[src/rtl/zda_frame_sequencer.sv]
`timescale 1ns/1ps
// NMEA ZDA frame sequencer: hunts '$', drives an external header comparer,
// forwards comma-indexed payload bytes and verifies the trailing XOR checksum.
module zda_frame_sequencer #(
    parameter int unsigned B       = 8,
    parameter int unsigned L       = 6,
    parameter int unsigned TIMEOUT = 100000,
    parameter int unsigned MAX_LEN = 82,
    parameter int unsigned FW      = 4
) (
    input  logic          clock,
    input  logic          reset,
    input  logic          rx_valid,
    input  logic [B-1:0]  rx_data,
    output logic          cmp_restart,
    output logic          cmp_load,
    output logic [B-1:0]  cmp_data,
    input  logic          cmp_resolve,
    input  logic          cmp_reject,
    output logic          frame_start,
    output logic          pay_valid,
    output logic [B-1:0]  pay_data,
    output logic [FW-1:0] pay_field,
    output logic          frame_done,
    output logic          frame_error,
    output logic          frame_skip
);
    localparam int unsigned HW = $clog2(L + 1);
    localparam int unsigned PW = $clog2(MAX_LEN + 2);
    localparam int unsigned TW = $clog2(TIMEOUT + 1);

    localparam logic [B-1:0] CH_DOLLAR = B'(8'h24);
    localparam logic [B-1:0] CH_COMMA  = B'(8'h2C);
    localparam logic [B-1:0] CH_STAR   = B'(8'h2A);

    typedef enum logic [2:0] {
        S_IDLE,
        S_HEADER,
        S_PAYLOAD,
        S_CKSUM_HI,
        S_CKSUM_LO
    } state_t;

    state_t        state_q, state_d, eff_s;
    logic [HW-1:0] hdr_cnt_q, hdr_cnt_d;
    logic [PW-1:0] pay_cnt_q, pay_cnt_d;
    logic [TW-1:0] tmr_q, tmr_d;
    logic [1:0]    vwait_q, vwait_d;
    logic          pend_q, pend_d;
    logic [B-1:0]  xacc_q, xacc_d;
    logic [FW-1:0] field_q, field_d;
    logic [3:0]    hi_q, hi_d;

    logic          cmp_restart_q, cmp_restart_d;
    logic          cmp_load_q, cmp_load_d;
    logic [B-1:0]  cmp_data_q, cmp_data_d;
    logic          frame_start_q, frame_start_d;
    logic          pay_valid_q, pay_valid_d;
    logic [B-1:0]  pay_data_q, pay_data_d;
    logic [FW-1:0] pay_field_q, pay_field_d;
    logic          frame_done_q, frame_done_d;
    logic          frame_error_q, frame_error_d;
    logic          frame_skip_q, frame_skip_d;

    logic [4:0]    hex_c;
    logic          tmr_hit;
    logic          hdr_full;
    logic          over_len;

    // {valid, nibble} for uppercase hex digits only
    function automatic logic [4:0] hex_nibble(input logic [B-1:0] c);
        logic [4:0] r;
        r = 5'd0;
        if (c >= B'(8'h30) && c <= B'(8'h39)) begin
            r = {1'b1, 4'(c - B'(8'h30))};
        end else if (c >= B'(8'h41) && c <= B'(8'h46)) begin
            r = {1'b1, 4'(c - B'(8'h37))};
        end
        return r;
    endfunction

    assign hex_c    = hex_nibble(rx_data);
    assign tmr_hit  = (tmr_q == TW'(TIMEOUT - 1));
    assign hdr_full = (hdr_cnt_q == HW'(L));
    assign over_len = (pay_cnt_q >= PW'(MAX_LEN));

    // Next-state: comparer verdict first, then the received byte, then timers
    always_comb begin
        state_d       = state_q;
        hdr_cnt_d     = hdr_cnt_q;
        pay_cnt_d     = pay_cnt_q;
        tmr_d         = tmr_q;
        vwait_d       = vwait_q;
        pend_d        = 1'b0;
        xacc_d        = xacc_q;
        field_d       = field_q;
        hi_d          = hi_q;
        cmp_load_d    = 1'b0;
        cmp_data_d    = cmp_data_q;
        frame_start_d = 1'b0;
        pay_valid_d   = 1'b0;
        pay_data_d    = pay_data_q;
        pay_field_d   = pay_field_q;
        frame_done_d  = 1'b0;
        frame_error_d = 1'b0;
        frame_skip_d  = 1'b0;
        eff_s         = state_q;

        if (state_q == S_IDLE) begin
            if (pend_q || (rx_valid && rx_data == CH_DOLLAR)) begin
                state_d    = S_HEADER;
                cmp_load_d = 1'b1;
                cmp_data_d = CH_DOLLAR;
                hdr_cnt_d  = HW'(1);
                pay_cnt_d  = '0;
                tmr_d      = '0;
                vwait_d    = '0;
                xacc_d     = '0;
                field_d    = '0;
            end
        end else begin
            if (state_q == S_HEADER) begin
                if (cmp_reject) begin
                    state_d      = S_IDLE;
                    frame_skip_d = 1'b1;
                    eff_s        = S_IDLE;
                end else if (cmp_resolve) begin
                    state_d       = S_PAYLOAD;
                    frame_start_d = 1'b1;
                    field_d       = '0;
                    eff_s         = S_PAYLOAD;
                end else if (hdr_full && vwait_q != 2'd2) begin
                    vwait_d = vwait_q + 2'd1;
                end
            end

            if (rx_valid) begin
                tmr_d = '0;
                if (rx_data == CH_DOLLAR) begin
                    // resync: one restart cycle in IDLE, then reload '$'
                    state_d = S_IDLE;
                    pend_d  = 1'b1;
                    if (eff_s inside {S_PAYLOAD, S_CKSUM_HI, S_CKSUM_LO}) begin
                        frame_error_d = 1'b1;
                    end
                end else begin
                    case (eff_s)
                        S_HEADER: begin
                            xacc_d = xacc_q ^ rx_data;
                            if (!hdr_full) begin
                                cmp_load_d = 1'b1;
                                cmp_data_d = rx_data;
                                hdr_cnt_d  = hdr_cnt_q + HW'(1);
                                vwait_d    = '0;
                            end else begin
                                pay_cnt_d = pay_cnt_q + PW'(1);
                            end
                        end
                        S_PAYLOAD: begin
                            if (over_len) begin
                                state_d       = S_IDLE;
                                frame_error_d = 1'b1;
                            end else begin
                                pay_cnt_d = pay_cnt_q + PW'(1);
                                if (pay_cnt_q == '0) begin
                                    xacc_d = xacc_q ^ rx_data;
                                end else if (rx_data == CH_COMMA) begin
                                    xacc_d = xacc_q ^ rx_data;
                                    if (field_q != {FW{1'b1}}) begin
                                        field_d = field_q + FW'(1);
                                    end
                                end else if (rx_data == CH_STAR) begin
                                    state_d = S_CKSUM_HI;
                                end else begin
                                    xacc_d      = xacc_q ^ rx_data;
                                    pay_valid_d = 1'b1;
                                    pay_data_d  = rx_data;
                                    pay_field_d = field_q;
                                end
                            end
                        end
                        S_CKSUM_HI: begin
                            if (over_len || !hex_c[4]) begin
                                state_d       = S_IDLE;
                                frame_error_d = 1'b1;
                            end else begin
                                pay_cnt_d = pay_cnt_q + PW'(1);
                                hi_d      = hex_c[3:0];
                                state_d   = S_CKSUM_LO;
                            end
                        end
                        S_CKSUM_LO: begin
                            state_d = S_IDLE;
                            if (!over_len && hex_c[4] && xacc_q == B'({hi_q, hex_c[3:0]})) begin
                                frame_done_d = 1'b1;
                            end else begin
                                frame_error_d = 1'b1;
                            end
                        end
                        default: ;
                    endcase
                end
            end else begin
                case (eff_s)
                    S_HEADER: begin
                        if (hdr_full && vwait_q == 2'd2) begin
                            state_d       = S_IDLE;
                            frame_error_d = 1'b1;
                        end else if (tmr_hit) begin
                            state_d = S_IDLE;
                        end else begin
                            tmr_d = tmr_q + TW'(1);
                        end
                    end
                    S_PAYLOAD, S_CKSUM_HI, S_CKSUM_LO: begin
                        if (tmr_hit) begin
                            state_d       = S_IDLE;
                            frame_error_d = 1'b1;
                        end else begin
                            tmr_d = tmr_q + TW'(1);
                        end
                    end
                    default: ;
                endcase
            end
        end

        // frame status pulses stay mutually exclusive
        if (frame_error_d) begin
            frame_start_d = 1'b0;
        end
        cmp_restart_d = (state_d == S_IDLE);
    end

    always_ff @(posedge clock) begin
        if (reset) begin
            state_q       <= S_IDLE;
            hdr_cnt_q     <= '0;
            pay_cnt_q     <= '0;
            tmr_q         <= '0;
            vwait_q       <= '0;
            pend_q        <= 1'b0;
            xacc_q        <= '0;
            field_q       <= '0;
            hi_q          <= '0;
            cmp_restart_q <= 1'b1;
            cmp_load_q    <= 1'b0;
            cmp_data_q    <= '0;
            frame_start_q <= 1'b0;
            pay_valid_q   <= 1'b0;
            pay_data_q    <= '0;
            pay_field_q   <= '0;
            frame_done_q  <= 1'b0;
            frame_error_q <= 1'b0;
            frame_skip_q  <= 1'b0;
        end else begin
            state_q       <= state_d;
            hdr_cnt_q     <= hdr_cnt_d;
            pay_cnt_q     <= pay_cnt_d;
            tmr_q         <= tmr_d;
            vwait_q       <= vwait_d;
            pend_q        <= pend_d;
            xacc_q        <= xacc_d;
            field_q       <= field_d;
            hi_q          <= hi_d;
            cmp_restart_q <= cmp_restart_d;
            cmp_load_q    <= cmp_load_d;
            cmp_data_q    <= cmp_data_d;
            frame_start_q <= frame_start_d;
            pay_valid_q   <= pay_valid_d;
            pay_data_q    <= pay_data_d;
            pay_field_q   <= pay_field_d;
            frame_done_q  <= frame_done_d;
            frame_error_q <= frame_error_d;
            frame_skip_q  <= frame_skip_d;
        end
    end

    assign cmp_restart = cmp_restart_q;
    assign cmp_load    = cmp_load_q;
    assign cmp_data    = cmp_data_q;
    assign frame_start = frame_start_q;
    assign pay_valid   = pay_valid_q;
    assign pay_data    = pay_data_q;
    assign pay_field   = pay_field_q;
    assign frame_done  = frame_done_q;
    assign frame_error = frame_error_q;
    assign frame_skip  = frame_skip_q;

endmodule

[config.mk]
export PLATFORM = sky130hd
export DESIGN_NAME = zda_frame_sequencer
export DESIGN_NICKNAME = d
export VERILOG_FILES = /design/src/rtl/zda_frame_sequencer.sv
export SDC_FILE = /design/constraint.sdc
export NUM_CORES = 1
export LEC_CHECK = 0
export CAP_MARGIN = 20
export CORE_ASPECT_RATIO = 1.25
export CORE_MARGIN = 2
export CORE_UTILIZATION = 55
export CTS_CLUSTER_SIZE = 8
export DETAILED_ROUTE_END_ITERATION = 12
export HOLD_SLACK_MARGIN = 0.1
export PLACE_DENSITY = 0.81
export SLEW_MARGIN = 25
export SYNTH_ARGS = -nofsm -noshare
export SYNTH_HDL_FRONTEND = slang
export SYNTH_SLANG_ARGS = --single-unit
[constraint.sdc]
create_clock -name clock -period 3.2 [get_ports clock]
set_input_delay 0.64 -clock clock [delete_from_list [all_inputs] [get_ports clock]]
set_output_delay 0.64 -clock clock [all_outputs]
set_load 0.005 [all_outputs]
==> flow_metrics.tcl, run 1 <==
set metrics [dict create \
    hp-class "reg -> reg" \
    synthSimpleGateAreaFrac 0.2782 \
    path_class "in -> reg" \
    die_height_um 101.8 \
    path_cells "clkdlybuf4s50_1, inv_1, ha_1, nand3b_1, o311a_1, o21ai_1, a21oi_1, o311ai_0, nand2_1" \
    synth_xor_area_frac 0.02912 \
    synth-adder-area-share 0.03863 \
    switching_share 0.2457 \
    synth_fp_nets 534 \
    hpwl_um 7799 \
    worst_slew_pin_slew_ns 0.7983 \
    leakage_uw 0.001931 \
    synth_top_family_by_area "simple AND/OR/NAND/NOR gates" \
    remaining_drc_errors 0 \
    n_antenna_cell 0 \
    finalMaxSlewViolations 0 \
    ios 40 \
    skew_ns 0.01350 \
    slew_headroom 0.4678 \
    rsz0062_at_grt "false" \
    powerDensity_mw_per_mm2 355.6 \
    final_common_cell "dfxtp_1" \
    fmax_mhz 353.0 \
    p_comb_frac 0.070 \
    ys_seq_elements 76 \
    grt_pass1_wl_um 17590 \
    start_util 0.5689 \
    synth_compound_area_frac 0.1929 \
    path_delay_family "compound AO/OA/AOI/OAI gates" \
    cp_num_buf_inv 2 \
    fin_ws_ns 0.3673 \
    track_usage 0.2686 \
    cts-resized-gates 0 \
    synth.area.mux_share 0.05944 \
    synth_ff_type "dfxtp_1" \
    viasPerCell 6.134 \
    worst-endpoint-arrival_ns 3.14 \
    clkLatencyLatePin_ns 0.36 \
    synth_edf_count 0 \
    async_reset_ff_frac 0 \
    intPower_uw 1358 \
    yosysWarnings 0 \
    cts_tree "done" \
    areaGrowthSynthToFinish_pct 20.27 \
    endpoint_kind "flip-flop" \
    p_seq_frac 0.525 \
    die-area_mm2 0.008375 \
    layout-drive-gt1-share 0.1211 \
    wl_per_cell_um 16.38 \
    cp.required_ns 3.51 \
    post-place-ws_ns 0.009887 \
    drt_iter0_markers 272 \
    routed-wl-met3_um 563 \
    wirelength_met1_um 4692 \
    final_cell_mix "dfxtp_1 (76), nor2_1 (52), nand2_1 (45)" \
    cts.path.max_buffers 2 \
    critPathMaxFanout 10 \
    row_count 35 \
    port_buffers 39 \
    final_nets 591 \
    wl_met2_um 5385 \
    crit_path_top_delay_cell "a21oi_1" \
    slowest_delay_ns 0.64 \
    finalSetupTns_ns 0 \
    core_mm2 0.007401 \
    synth_area_per_cell_um2 8.288 \
    post-cts-setup-buffer-count 0 \
    dr.max_layer_used "met4" \
    setup_viol 0 \
    antenna_left 0 \
    routed_wl_um 10840 \
    die-width_um 82.26 \
    cts_hold_buf 0 \
    grt_pass1_vias 3805 \
    drt_pre_antenna_iters 5 \
    finalHoldViolCount 0 \
    irDropWorstVdd_uv 412.2 \
    netlist_area_mm2 0.004210 \
    grt_start_max_net_pins 29 \
    numCtsBuffers 9 \
    num_vias 4061 \
    status "finished clean" \
    p_sw_uw 442.4 \
    fin_crit_ns 2.833 \
    htreeDepth 3 \
    clock-sinks 76 \
    max_cap_viol_count 0 \
    ys_types 71 \
    gp_congestion 0.9689 \
    antenna_found_initial 0 \
    period_share 0.8852 \
    synth-seq-area-share 0.3614 \
    critPathLaunchType "input port" \
    netlist_instances 508 \
    root_buffer "clkbuf_8" \
    clkPwrFrac 0.405 \
    grt_overflow_total 0 \
    path_clk_slew_ns 0.09 \
]
-- power by group through the flow --
stage / clock network, uW / logic [uW] / registers (uW)
2_1_floorplan: 0 / 66.1 / 968
3_3_place_gp: 0 / 122 / 968
3_5_place_dp: 0 / 124 / 968
4_1_cts: 743 / 125 / 946
5_1_grt: 785 / 137 / 946
6_report: 729 / 126 / 946
-- final cells by class --
type	instances	area [um2]
Multi-Input combinational cell	390	2519
Fill cell	616	2337
Sequential cell	76	1521
Timing Repair Buffer	70	648.1
Clock buffer	10	127.6
Tap cell	92	115.1
Inverter	18	67.56
Clock inverter	6	65.06
-- registers in the layout, indices dropped and copies added, names as in the netlist, 4 cells and up --
name       flops
field_q        4
tmr_q         17
pay_field      4
cmp_data       8
hi_q           4
xacc_q         8
pay_cnt_q      7
pay_data       8
-- Yosys cell counts, drive strengths merged, types with 9 or more instances --
master  instances  area (um2)
nand4          13       81.33
mux2i          25       250.2
nand2          45       168.9
or2            10       62.56
a21oi          35       175.2
nor3           20       105.1
clkbuf         19       71.32
nor2           53       206.5
o221ai          9       78.83
nand3          22       110.1
inv            18       67.56
or3            10       62.56
o21ai          17       85.08
dfxtp          76        1521
ha             13       162.7
xor2           11       96.34
-- cells by family after synthesis --
kind of cell    after synthesis
simple gates                221
compound gates              117
xor+xnor                     14
mux                          25
fa+ha+maj                    13
buf+inv                      42
flops                        76
-- layer usage --
| metal | track usage | vias up |
|---|---|---|
| met2 | 0.4491 | 143 |
| li1 | - | 1980 |
| met5 | 0 | - |
| met4 | 0.09615 | 0 |
| met1 | 0.3407 | 1919 |
| met3 | 0.05300 | 19 |
-- worst min-delay path, cell delays in order, from the launching register on --
cell and delay, ns:
dfxtp_1 0.33, nand2_1 0.05, o21ai_0 0.06
-- per-stage QoR --
step                power (uW)    util  hold WS (ns)  instances  instance area [um2]
floorplan                 1034       -        0.4288        508                 4210
detailed placement        1092  0.6582        0.4574        646                 4871
finish                    1801  0.6842        0.4674        662                 5064
CTS                       1814  0.6842        0.4747        662                 5064
global route              1868  0.6842        0.4857        662                 5064
global placement          1090  0.6582        0.4400        646                 4871
-- final timing paths --
path | startpoint | end | slack [ns] | depth (start not counted)
setup reg to reg | state_q[2] | tmr_q[6] | 0.81 | 6
hold / removal | vwait_q[1] | vwait_q[1] | 0.47 | 2
setup / recovery | rx_data[0] | tmr_q[2] | 0.37 | 9
hold reg to reg | vwait_q[1] | vwait_q[1] | 0.47 | 2
Note: power is estimated with default switching activity, not from simulation.
==> inputs of run 2 (changes only) <==
--- a/config.mk
+++ b/config.mk
@@ -8,11 +8,11 @@
 export CAP_MARGIN = 20
 export CORE_ASPECT_RATIO = 1.25
 export CORE_MARGIN = 2
-export CORE_UTILIZATION = 55
+export CORE_UTILIZATION = 41
 export CTS_CLUSTER_SIZE = 8
 export DETAILED_ROUTE_END_ITERATION = 12
 export HOLD_SLACK_MARGIN = 0.1
-export PLACE_DENSITY = 0.81
+export PLACE_DENSITY = 0.64
 export SLEW_MARGIN = 25
 export SYNTH_ARGS = -nofsm -noshare
 export SYNTH_HDL_FRONTEND = slang
==> flow_metrics.tcl, run 2 (synthesis gave the netlist of run 1 again) <==
set metrics [dict create \
    row_count 41 \
    routed_wl_um 11040 \
    cts_hold_buf 0 \
    track_usage 0.2079 \
    fin_crit_ns 2.850 \
    gp_congestion 0.9044 \
    final_common_cell "dfxtp_1" \
    worst-endpoint-arrival_ns 3.11 \
    grt_overflow_total 0 \
    drt_iter0_markers 209 \
    wl_per_cell_um 15.82 \
    r2r_cells 6 \
    port_buffers 39 \
    path_class "in -> reg" \
    areaGrowthSynthToFinish_pct 23.00 \
    antenna_left 0 \
    n_antenna_cell 0 \
    period_share 0.8905 \
    p_comb_frac 0.063 \
    cp_num_buf_inv 1 \
    post-cts-setup-buffer-count 0 \
    leakage_uw 0.001976 \
    finalMaxSlewViolations 0 \
    cp.required_ns 3.46 \
    numCtsBuffers 9 \
    critPathMaxFanout 14 \
    core_mm2 0.01005 \
    rsz0062_at_grt "false" \
    clkPwrFrac 0.472 \
    root_buffer "clkbuf_16" \
    remaining_drc_errors 0 \
    ios 40 \
    clock-sinks 76 \
    fin_ws_ns 0.3504 \
    grt_pass1_vias 3774 \
    grt_pass1_wl_um 17970 \
    cts_tree "done" \
    viasPerCell 5.744 \
    crit_path_top_delay_cell "or4b_1" \
    whs_path_depth 2 \
    die_height_um 117.3 \
    path_clk_slew_ns 0.06 \
    intPower_uw 1536 \
    r2r_setup_slack_ns 0.76 \
    r2r-start "tmr_q[0]" \
    cts-resized-gates 0 \
    worst_slew_pin_slew_ns 0.8673 \
    post-place-ws_ns 0.02662 \
    critPathLaunchType "input port" \
    skew_ns 0.01097 \
    worst_hold_path.endpoint "tmr_q[16]" \
    finalHoldViolCount 0 \
    hp-class "reg -> reg" \
    hold_start "tmr_q[16]" \
    endpoint_kind "flip-flop" \
    path_cells "clkdlybuf4s50_1, or4b_1, o31a_1, nor2_4, a2bb2o_4, or3_1, a21oi_1" \
    antenna_found_initial 0 \
    max_flop_register "tmr_q" \
    final_nets 590 \
    slowest_delay_ns 0.71 \
    switching_share 0.2451 \
    slew_headroom 0.4218 \
    die-width_um 94.64 \
    htreeDepth 3 \
    p_sw_uw 498.8 \
    r2r-end "cmp_restart" \
    max_cap_viol_count 0 \
    fmax_mhz 350.9 \
    drt_pre_antenna_iters 5 \
    clkLatencyLatePin_ns 0.34 \
    setup_viol 0 \
    final_cell_mix "dfxtp_1 (76), nor2_1 (52), nand2_1 (45)" \
    p_seq_frac 0.465 \
    largest_register_ffs 17 \
    finalSetupTns_ns 0 \
    cts.path.max_buffers 2 \
    path_delay_family "simple AND/OR/NAND/NOR gates" \
    layout-drive-gt1-share 0.1213 \
    hpwl_um 8235 \
    status "finished clean" \
    irDropWorstVdd_uv 269.9 \
    grt_start_max_net_pins 30 \
    num_vias 4009 \
    powerDensity_mw_per_mm2 393.0 \
    start_util 0.4187 \
    die-area_mm2 0.01110 \
    fillers 978 \
]
[run 2: cell types whose count changed in the layout (fill, tap and decap cells not counted)]
cell        change
bufinv_16       -1
clkbuf_8        -9
clkinv_4        +1
clkbuf_1        -1
buf_12          -1
inv_6           +4
clkinvlp_4      -3
clkbuf_16       +9
[run 2: how the worst max path moves through the flow]
stage	start	to	slack, ns	depth (start not counted)
global placement	rx_data[1]	frame_done	0.08	12
finish	rx_data[6]	pay_cnt_q[3]	0.35	7
floorplan	rx_data[0]	pay_cnt_q[1]	0.36	10
detailed placement	rx_data[1]	frame_done	0.03	12
global route	rx_data[1]	tmr_q[2]	0.17	9
CTS	rx_data[1]	frame_done	0.38	12
[run 2: layout make-up]
type | instances | area (um2) | area share
clock inverter | 7 | 56.30 | 0.01087
tap | 129 | 161.4 | 0.03117
sequential | 76 | 1521 | 0.2938
timing repair buffer | 69 | 628.1 | 0.1213
inverter | 18 | 67.56 | 0.01305
multi-input combinational | 390 | 2519 | 0.4863
clock buffer | 9 | 225.2 | 0.04349
[run 2: per-stage QoR]
| stage | area [um2] | hold slack, ns | utilization | power [uW] | instances |
|---|---|---|---|---|---|
| floorplan | 4210 | 0.4288 | - | 1034 | 508 |
| global placement | 4897 | 0.4391 | 0.4871 | 1092 | 682 |
| detailed placement | 4897 | 0.4641 | 0.4871 | 1094 | 682 |
| CTS | 5179 | 0.4746 | 0.5151 | 2058 | 698 |
| global route | 5179 | 0.5106 | 0.5151 | 2117 | 698 |
| finish | 5179 | 0.4718 | 0.5151 | 2035 | 698 |
[run 2: power by group through the flow]
stage / combinational, uW / sequential (uW) / clock [uW]
finish: 127 / 947 / 961
global route: 139 / 946 / 1030
CTS: 127 / 947 / 985
detailed placement: 126 / 968 / 0
global placement: 124 / 968 / 0
floorplan: 66.1 / 968 / 0
[run 2: routing by layer]
metal | wire, um | up-vias | global-route usage | part of all wire
met3 | 487 | 25 | 0.03777 | 0.044
li1 | - | 1982 | - | -
met1 | 4562 | 1896 | 0.2381 | 0.41
met4 | 358 | 0 | 0.1014 | 0.032
met5 | 0 | - | 0 | 0
met2 | 5632 | 106 | 0.3707 | 0.51
[run 2: tightest hold or removal path, cell delays in order (launching register included)]
cell	delay, ns
dfxtp_1	0.32
nand2_1	0.05
mux2i_1	0.05
